$ cat config.mk
export PLATFORM = sky130hd
export DESIGN_NAME = vram_fill_ctrl
export DESIGN_NICKNAME = d
export VERILOG_FILES = /design/src/rtl/vga_pkg.sv /design/src/rtl/fill_addr_gen.sv /design/src/rtl/vram_fill_ctrl.sv
export SDC_FILE = /design/constraint.sdc
export NUM_CORES = 1
export LEC_CHECK = 0
export BUFFER_PORTS_ARGS = -buffer_cell sky130_fd_sc_hd__buf_4
export CELL_PAD_IN_SITES_DETAIL_PLACEMENT = 0
export CELL_PAD_IN_SITES_GLOBAL_PLACEMENT = 1
export CORE_UTILIZATION = 38
export CTS_CLUSTER_DIAMETER = 150
export DETAILED_ROUTE_END_ITERATION = 10
export PLACE_DENSITY = 0.76
export SLEW_MARGIN = 10
export SYNTH_ARGS = -nofsm -noshare
export SYNTH_HDL_FRONTEND = slang
export SYNTH_SLANG_ARGS = --single-unit
$ cat constraint.sdc
create_clock -name clk -period 2.5 [get_ports clk]
set_input_delay 0 -clock clk [delete_from_list [all_inputs] [get_ports clk]]
set_output_delay 0 -clock clk [all_outputs]
set_load 0.02 [all_outputs]
$ cat src/rtl/vga_pkg.sv
// Shared VGA frame-buffer constants, fill sequencer state encoding and
// the rectangle validity helper.
package vga_pkg;

  localparam int H_PIXELS = 640;
  localparam int V_LINES  = 480;
  localparam int COLOR_W  = 12;
  localparam int ROW_W    = 9;
  localparam int COL_W    = 10;

  typedef enum logic [1:0] {
    IDLE = 2'd0,
    FILL = 2'd1,
    DONE = 2'd2
  } fill_state_e;

  // An inclusive rectangle is usable only if it is ordered and lies inside the visible frame.
  function automatic logic rect_valid(input logic [COL_W-1:0] x0,
                                      input logic [COL_W-1:0] x1,
                                      input logic [ROW_W-1:0] y0,
                                      input logic [ROW_W-1:0] y1);
    rect_valid = (x0 <= x1) && (y0 <= y1) &&
                 (x1 < COL_W'(H_PIXELS)) && (y1 < ROW_W'(V_LINES));
  endfunction

endpackage

$ cat src/rtl/fill_addr_gen.sv
// Raster cursor for the fill sequencer: loads the top-left corner and bounds,
// then steps left-to-right, top-to-bottom on each advance.
module fill_addr_gen
  import vga_pkg::*;
(
  input  logic             clk,
  input  logic             rstn,
  input  logic             load,
  input  logic             adv,
  input  logic [COL_W-1:0] x0,
  input  logic [COL_W-1:0] x1,
  input  logic [ROW_W-1:0] y0,
  input  logic [ROW_W-1:0] y1,
  output logic [ROW_W-1:0] row,
  output logic [COL_W-1:0] col,
  output logic             last_pixel
);

  logic [COL_W-1:0] x0_r;
  logic [COL_W-1:0] x1_r;
  logic [ROW_W-1:0] y1_r;
  logic [ROW_W-1:0] row_r;
  logic [COL_W-1:0] col_r;

  assign row        = row_r;
  assign col        = col_r;
  assign last_pixel = (col_r == x1_r) && (row_r == y1_r);

  // Cursor and bounds; the cursor holds on the final pixel so it can never run past x1/y1.
  always_ff @(posedge clk or negedge rstn) begin
    if (!rstn) begin
      x0_r  <= '0;
      x1_r  <= '0;
      y1_r  <= '0;
      row_r <= '0;
      col_r <= '0;
    end else if (load) begin
      x0_r  <= x0;
      x1_r  <= x1;
      y1_r  <= y1;
      row_r <= y0;
      col_r <= x0;
    end else if (adv && !last_pixel) begin
      if (col_r < x1_r) begin
        col_r <= col_r + 10'd1;
      end else begin
        col_r <= x0_r;
        row_r <= row_r + 9'd1;
      end
    end
  end

endmodule

$ cat src/rtl/vram_fill_ctrl.sv
// Rectangle-fill sequencer and VRAM write-port arbiter; the display read
// strobe (rdn low) always wins the port and simply stalls the fill.
module vram_fill_ctrl
  import vga_pkg::*;
(
  input  logic               clk,
  input  logic               rstn,
  input  logic               start,
  input  logic [COL_W-1:0]   x0,
  input  logic [COL_W-1:0]   x1,
  input  logic [ROW_W-1:0]   y0,
  input  logic [ROW_W-1:0]   y1,
  input  logic [COLOR_W-1:0] color,
  input  logic               rdn,
  output logic               busy,
  output logic               done,
  output logic               err,
  output logic               we,
  output logic [ROW_W-1:0]   wr_row,
  output logic [COL_W-1:0]   wr_col,
  output logic [COLOR_W-1:0] wr_data
);

  fill_state_e        state;
  logic [COLOR_W-1:0] color_r;
  logic               valid_s;
  logic               load_s;
  logic               adv_s;
  logic               last_s;

  assign valid_s = rect_valid(x0, x1, y0, y1);
  assign load_s  = (state == IDLE) && start && valid_s;
  // Write enable follows rdn combinationally so the display never loses a read cycle.
  assign adv_s   = (state == FILL) && rdn;
  assign we      = adv_s;
  assign wr_data = color_r;

  fill_addr_gen u_addr (
    .clk        (clk),
    .rstn       (rstn),
    .load       (load_s),
    .adv        (adv_s),
    .x0         (x0),
    .x1         (x1),
    .y0         (y0),
    .y1         (y1),
    .row        (wr_row),
    .col        (wr_col),
    .last_pixel (last_s)
  );

  // Sequencer FSM with registered status pulses.
  always_ff @(posedge clk or negedge rstn) begin
    if (!rstn) begin
      state   <= IDLE;
      busy    <= 1'b0;
      done    <= 1'b0;
      err     <= 1'b0;
      color_r <= '0;
    end else begin
      case (state)
        IDLE: begin
          done <= 1'b0;
          err  <= start && !valid_s;
          busy <= start && valid_s;
          if (start && valid_s) begin
            color_r <= color;
            state   <= FILL;
          end else begin
            state   <= IDLE;
          end
        end
        FILL: begin
          err <= 1'b0;
          if (rdn && last_s) begin
            done  <= 1'b1;
            state <= DONE;
          end else begin
            done  <= 1'b0;
            state <= FILL;
          end
        end
        DONE: begin
          done  <= 1'b0;
          busy  <= 1'b0;
          err   <= 1'b0;
          state <= IDLE;
        end
        default: begin
          done  <= 1'b0;
          busy  <= 1'b0;
          err   <= 1'b0;
          state <= IDLE;
        end
      endcase
    end
  end

endmodule

==> impl_metrics.yaml, run 1 <==
yosys:
  synth-edff-count: 0
  synth-seq-cells: 64
  ys_seq_area_share_pct: 40.9
  syn-num-nets: 452
  async_flop_share_pct: 100
  yosysMostFrequentCell: "dfrtp_1"
  synth_flop_cell: "dfrtp_1"
  netlist_instances: 367
  synth_area_leaders: "dfrtp_1 (41%), ha_1 (9.9%), mux2_4 (8.4%)"
  synth_top_area_share_pct: 40.9
  synth_cell_types: 51
  yosys_warnings: 0
  synth_common_cells: "dfrtp_1 (64), inv_1 (32), ha_1 (31)"
  yosysTopAreaCell: "dfrtp_1"
  syn_area_per_cell_um2: 10.7
  synth_area_mm2: 0.00392
setup_path:
  crit_type: "in2reg"
  path_max_fanout: 8
  worst_setup_path_start_kind: "input port"
  cp.required_ps: 2720
  crit_path_end_kind: "flip-flop"
  cp.arrival_ps: 2660
global_route:
  grtUsageTotal_pct: 22.5
  grt_pass1_vias: 3650
  antenna_found_initial: 0
  grt_overflow: 0
  grt_pass1_wl_mm: 18.7
  grt_max_degree: 65
cts:
  cts_sinks: 64
  clk_pin_slew_ps: 80
  cts-root-buf: "clkbuf_8"
  clock_path_buffers: 2
  numCtsBuffers: 9
  cts_max_level: 3
  tritoncts: "done"
  clk_latency_ps: 360
place:
  gp_congestion: 0.830
  io_buffers: 88
  place_ws_ps: 24.2
  dpl-instance-area_mm2: 0.00488
  dp_hpwl_mm: 8.32
floorplan:
  fp.dieW_um: 104
  initial_core_util_pct: 39.7
  dieArea_mm2: 0.0107
  num_io_pins: 89
  fp.dieH_um: 104
  coreArea_mm2: 0.00986
  fp-row-count: 36
timing:
  skew_ps: 19.8
  slew_violations: 0
  period_share_pct: 97.6
  period_minus_slack_ps: 2440
  rsz0062_at_grt: "true"
  hold_viol_final: 0
  setup_ws_ps: 59.5
  timing.fmax_ghz: 0.410
  setup_viol: 0
  slew_headroom_pct: 43.2
  fin_hold_ws_ps: 96.3
  worst_pin_slew_ps: 851
routing:
  drt-pass1-iter-count: 5
  drc: 0
  vias: 3572
  wl_per_cell_um: 17.8
  via_per_inst: 5.28
  ant_nets: 0
  drt_iter0_markers: 186
  wl_mm: 12.0
job:
  cap_viol_max_count: 0
final_layout:
  fillers: 858
  fin_nets: 623
  diodes: 0
  multi_input_area_mm2: 0.00216
  seqCellArea_mm2: 0.00160
  drive_gt1_share_pct: 33.7
  area_delta_synth_final_pct: 46.7
  fin_util_pct: 58.2
  fin_area_mm2: 0.00575
power:
  p_leak_uw: 0.00275
  ir_drop_v: 0.000382
  powerDensity_mw_per_mm2: 1090
hold_path:
  min_path_type: "in2reg"
run_status:
  status: "finished clean"
final cells by class:
cell class / count / share of cell area (%)
multi-input cells: 258 / 37.7
inverters: 32 / 2.09
well taps: 133 / 2.90
clock buffers: 9 / 2.16
clock inverters: 7 / 1.24
flip-flops and latches: 64 / 27.9
repair buffers: 173 / 26.1
logic make-up after synthesis:
family | count (synthesis) | synth area share, %
flip-flops | 64 | 40.9
adder cells (fa/ha/maj) | 31 | 9.90
AO/OA/AOI/OAI | 108 | 19.0
AND/OR/NAND/NOR | 69 | 9.52
multiplexers | 28 | 10.1
buffers and inverters | 45 | 5.62
XOR/XNOR | 22 | 4.92
critical path: stages:
cell           delay, ps
dlygate4sd3_1        550
buf_4                150
ha_1                 340
nand4_1              140
a21oi_1              100
a2111oi_4            430
o211a_2              370
a21oi_2              100
buf_12               150
a221o_1              320
cells in the final DEF (no fill, tap or decap), types with 3 or more instances in the layout:
master / n
o21ai_1: 6
o21ai_0: 29
buf_4: 117
o211ai_1: 3
a21oi_2: 5
clkinvlp_4: 3
a21o_1: 5
mux2_2: 3
nor2b_1: 3
a21oi_1: 15
clkbuf_8: 9
a221o_1: 8
buf_12: 3
nor2_1: 7
nor4_1: 3
nand4_1: 7
dfrtp_1: 64
mux2_4: 22
a211oi_1: 10
nand3_1: 18
nand2_1: 12
and3_1: 7
xnor2_1: 10
xor2_1: 12
inv_1: 32
ha_1: 30
a31oi_1: 4
nor3_1: 5
dlygate4sd3_1: 51
state kept, by name (all words and copies together) (netlist names):
| register | cells |
|---|---|
| busy | 1 |
| done | 1 |
| err | 1 |
| state | 1 |
| u_addr.col | 10 |
| u_addr.row | 9 |
| u_addr.x0_r | 10 |
| u_addr.x1_r | 10 |
| u_addr.y1_r | 9 |
| wr_data | 12 |
per-stage QoR:
| stage | std cells | power [uW] | TNS (ps) |
|---|---|---|---|
| final | 676 | 6280 | 0 |
| after detailed placement | 602 | 5210 | 0 |
| after global routing | 676 | 6700 | -44.8 |
| after global placement | 602 | 5160 | 0 |
| after CTS | 669 | 6210 | 0 |
| after floorplan | 367 | 3850 | 0 |
worst paths after layout:
kind / from / endpoint / slack [ps] / cells after the start
max in group asynchronous: rstn / u_addr.y1_r[0] / 1660 / 2
setup / recovery: x0[5] / u_addr.col[5] / 60 / 10
setup reg to reg: u_addr.col[9] / u_addr.row[7] / 160 / 8
min in group asynchronous: rstn / u_addr.x0_r[2] / 290 / 2
hold / removal: start / err / 100 / 3
hold reg to reg: busy / busy / 480 / 2
power by group:
| part | total [uW] | leakage (uW) | switching, uW | internal [uW] |
|---|---|---|---|---|
| Sequential | 1880 | 0.000777 | 348 | 1530 |
| Combinational | 3470 | 0.00188 | 1780 | 1690 |
| Clock | 932 | 0.0000916 | 472 | 460 |
per-layer routing:
layer  vias up  routed length, um  share of wire [%]  global-route usage [%]
met5         -                  0                  0                       0
met4         0                180                1.5                    6.42
met3        15                696                5.8                    3.90
met2       134               5910                 49                    38.3
met1      1726               5240                 44                    29.2
li1       1697                  -                  -                       -
timing repair:
item / in CTS / in global routing
buffers inserted: 0 / 5
setup endpoints to repair: 0 / 38
hold buffers: 51 / 0
hold endpoints to repair: 124 / 0
resized for setup: 0 / 13
No activity file was read; power rests on OpenSTA's default activity.
==> run 2, diff against run 1 <==
ABC_AREA = 1   (was not set)
CORE_UTILIZATION = 35   (was 38)
==> impl_metrics.yaml, run 2 <==
hold_path:
  min_path_type: "in2reg"
floorplan:
  fp.dieH_um: 110
  initial_core_util_pct: 35.8
  fp.dieW_um: 110
  dieArea_mm2: 0.0121
  fp-row-count: 39
  num_io_pins: 89
  coreArea_mm2: 0.0114
place:
  numPlacedInstances: 782
  gp_congestion: 0.807
  io_buffers: 88
  dp_hpwl_mm: 7.99
global_route:
  grt_max_degree: 77
  grt_overflow: 0
  grt_pass1_vias: 3724
  grt_pass1_wl_mm: 18.2
  grtUsageTotal_pct: 20.0
  antenna_found_initial: 0
timing:
  worst_pin_slew_ps: 841
  rsz0062_at_grt: "false"
  timing.fmax_ghz: 0.447
  skew_ps: 7.64
  tns_ps: 0
  period_share_pct: 89.5
  slew_headroom_pct: 43.9
  hold_viol_final: 0
  setup_viol: 0
  slew_violations: 0
  period_minus_slack_ps: 2240
power:
  seq_power_share_pct: 31.1
  internal_power_uw: 3580
  comb_power_share_pct: 47.6
  clkPwrFrac_pct: 21.2
  p_switching_uw: 2670
  powerDensity_mw_per_mm2: 1120
  p_leak_uw: 0.00312
  ir_drop_v: 0.000468
  switching_share_pct: 42.7
yosys:
  syn-num-nets: 647
  async_flop_share_pct: 100
  yosysMostFrequentCell: "nand2_1"
  ys_seq_area_share_pct: 39.2
  synth_area_mm2: 0.00408
  yosys_warnings: 0
  synth_cell_types: 29
  synth-edff-count: 0
  synth_top_area_share_pct: 39.2
  synth_area_leaders: "dfrtp_1 (39%), nand2_1 (19%), ha_1 (9.5%)"
  synth-seq-cells: 64
  yosysTopAreaCell: "dfrtp_1"
  syn_area_per_cell_um2: 7.27
  synth_flop_cell: "dfrtp_1"
  synth_common_cells: "nand2_1 (210), inv_1 (79), dfrtp_1 (64)"
  netlist_instances: 562
routing:
  wl_per_cell_um: 13.5
  drt_iter0_markers: 223
  ant_nets: 0
  vias: 3939
  wl_mm: 11.3
  drt-pass1-iter-count: 4
  drc: 0
  via_per_inst: 4.69
final_layout:
  drive_gt1_share_pct: 16.4
  final_common_cell: "nand2_1"
  fin_nets: 777
  layout_common_cells: "nand2_1 (210), buf_4 (92), inv_1 (79)"
  area_delta_synth_final_pct: 37.0
  diodes: 0
  fillers: 1209
  largest_reg_flops: 12
  fin_cells: 839
setup_path:
  crit_family: "simple AND/OR/NAND/NOR gates"
  path_max_fanout: 15
  max_stage_delay_ps: 460
  worst_setup_path_start_kind: "flip-flop"
  cp.arrival_ps: 2470
  crit_type: "reg2reg"
  worstPathBufferInverterCount: 2
  cp.required_ps: 2730
  worstPathCellList: "ha_1, nand2_1, nor2_1, nand2_1, nor2_1, inv_1, nand3_4, clkinv_1, nand2_1, nand2_1, nand2_1, nand2_1, nand2_1, nand2_1"
  crit_top_cell: "nand2_1"
  cpMaxStageDelayCell: "dfrtp_1"
  crit_path_end_kind: "flip-flop"
cts:
  clock_path_buffers: 2
  cts-root-buf: "clkbuf_16"
  clk_pin_slew_ps: 60
  tritoncts: "done"
  clk_latency_ps: 340
  cts_max_level: 3
  numCtsBuffers: 9
  cts_sinks: 64
run_status:
  status: "finished clean"
job:
  cap_viol_max_count: 0
==> run 2: path summary, 6_finish.rpt <==
| kind | startpoint | endpoint | slack (ps) | cells past startpoint |
|---|---|---|---|---|
| min in group asynchronous | rstn | u_addr.x1_r[2] | 310 | 2 |
| max | u_addr.col[8] | u_addr.col[9] | 260 | 14 |
| min | x1[7] | u_addr.x1_r[7] | 3 | 3 |
| min reg2reg | u_addr.x0_r[2] | u_addr.x0_r[2] | 470 | 2 |
| max reg2reg | u_addr.col[8] | u_addr.col[9] | 260 | 14 |
| max in group asynchronous | rstn | u_addr.row[5] | 1630 | 2 |
==> run 2: kinds of logic (layout without fill, tap and decap cells) <==
family | after synthesis | count (layout) | share of synthesized area (%)
adder cells (fa/ha/maj) | 31 | 31 | 9.50
AND/OR/NAND/NOR | 318 | 318 | 33.2
XOR/XNOR | 15 | 15 | 3.22
buffers and inverters | 98 | 232 | 10.1
flip-flops | 64 | 64 | 39.2
AO/OA/AOI/OAI | 36 | 36 | 4.81
==> run 2: worst reg2reg max path, delay by kind of cell (launching register included) <==
family                   cells  cell delay [ps]
buffers and inverters        2              360
flip-flops                   1              460
adder cells (fa/ha/maj)      1              310
AND/OR/NAND/NOR             11             1010
==> run 2: per-layer routing <==
metal | vias up | GRT usage [%] | part of all wire, %
met1 | 1808 | 27.6 | 48
met4 | 0 | 6.76 | 1.7
met3 | 14 | 3.53 | 4.6
met5 | - | 0 | 0
li1 | 2025 | - | -
met2 | 92 | 31.5 | 46
==> run 2: cell type report <==
class,count,area (um2),share of cell area (%)
flip-flops and latches,64,1600,28.6
repair buffers,135,1130,20.2
inverters,82,309,5.52
well taps,143,179,3.20
multi-input cells,400,2070,37.0
clock buffers,11,233,4.16
clock inverters,4,70.1,1.25
==> run 2: repair_timing <==
item | 4_1_cts | 5_1_grt
gates resized for setup | 0 | 0
setup buffers | 0 | 0
hold endpoints to repair | 106 | 0
hold buffers | 42 | 0
==> run 2: per-stage QoR <==
stage	hold WS (ps)	instance area (um2)	total power [uW]	worst slack (ps)	util [%]
2_1_floorplan	-296	4080	3900	605	-
3_3_place_gp	163	4870	4830	318	42.7
3_5_place_dp	174	4870	4880	277	42.7
4_1_cts	2.43	5590	6280	246	49.0
5_1_grt	34.6	5590	6800	22.6	49.0
6_report	2.57	5590	6250	262	49.0
==> run 2: power by group through the flow <==
stage	clock (uW)	sequential (uW)	combinational, uW
6_report	1330	1950	2970
2_1_floorplan	0	2140	1760
3_3_place_gp	0	1950	2880
4_1_cts	1340	1940	3000
3_5_place_dp	0	1950	2930
5_1_grt	1400	2010	3390
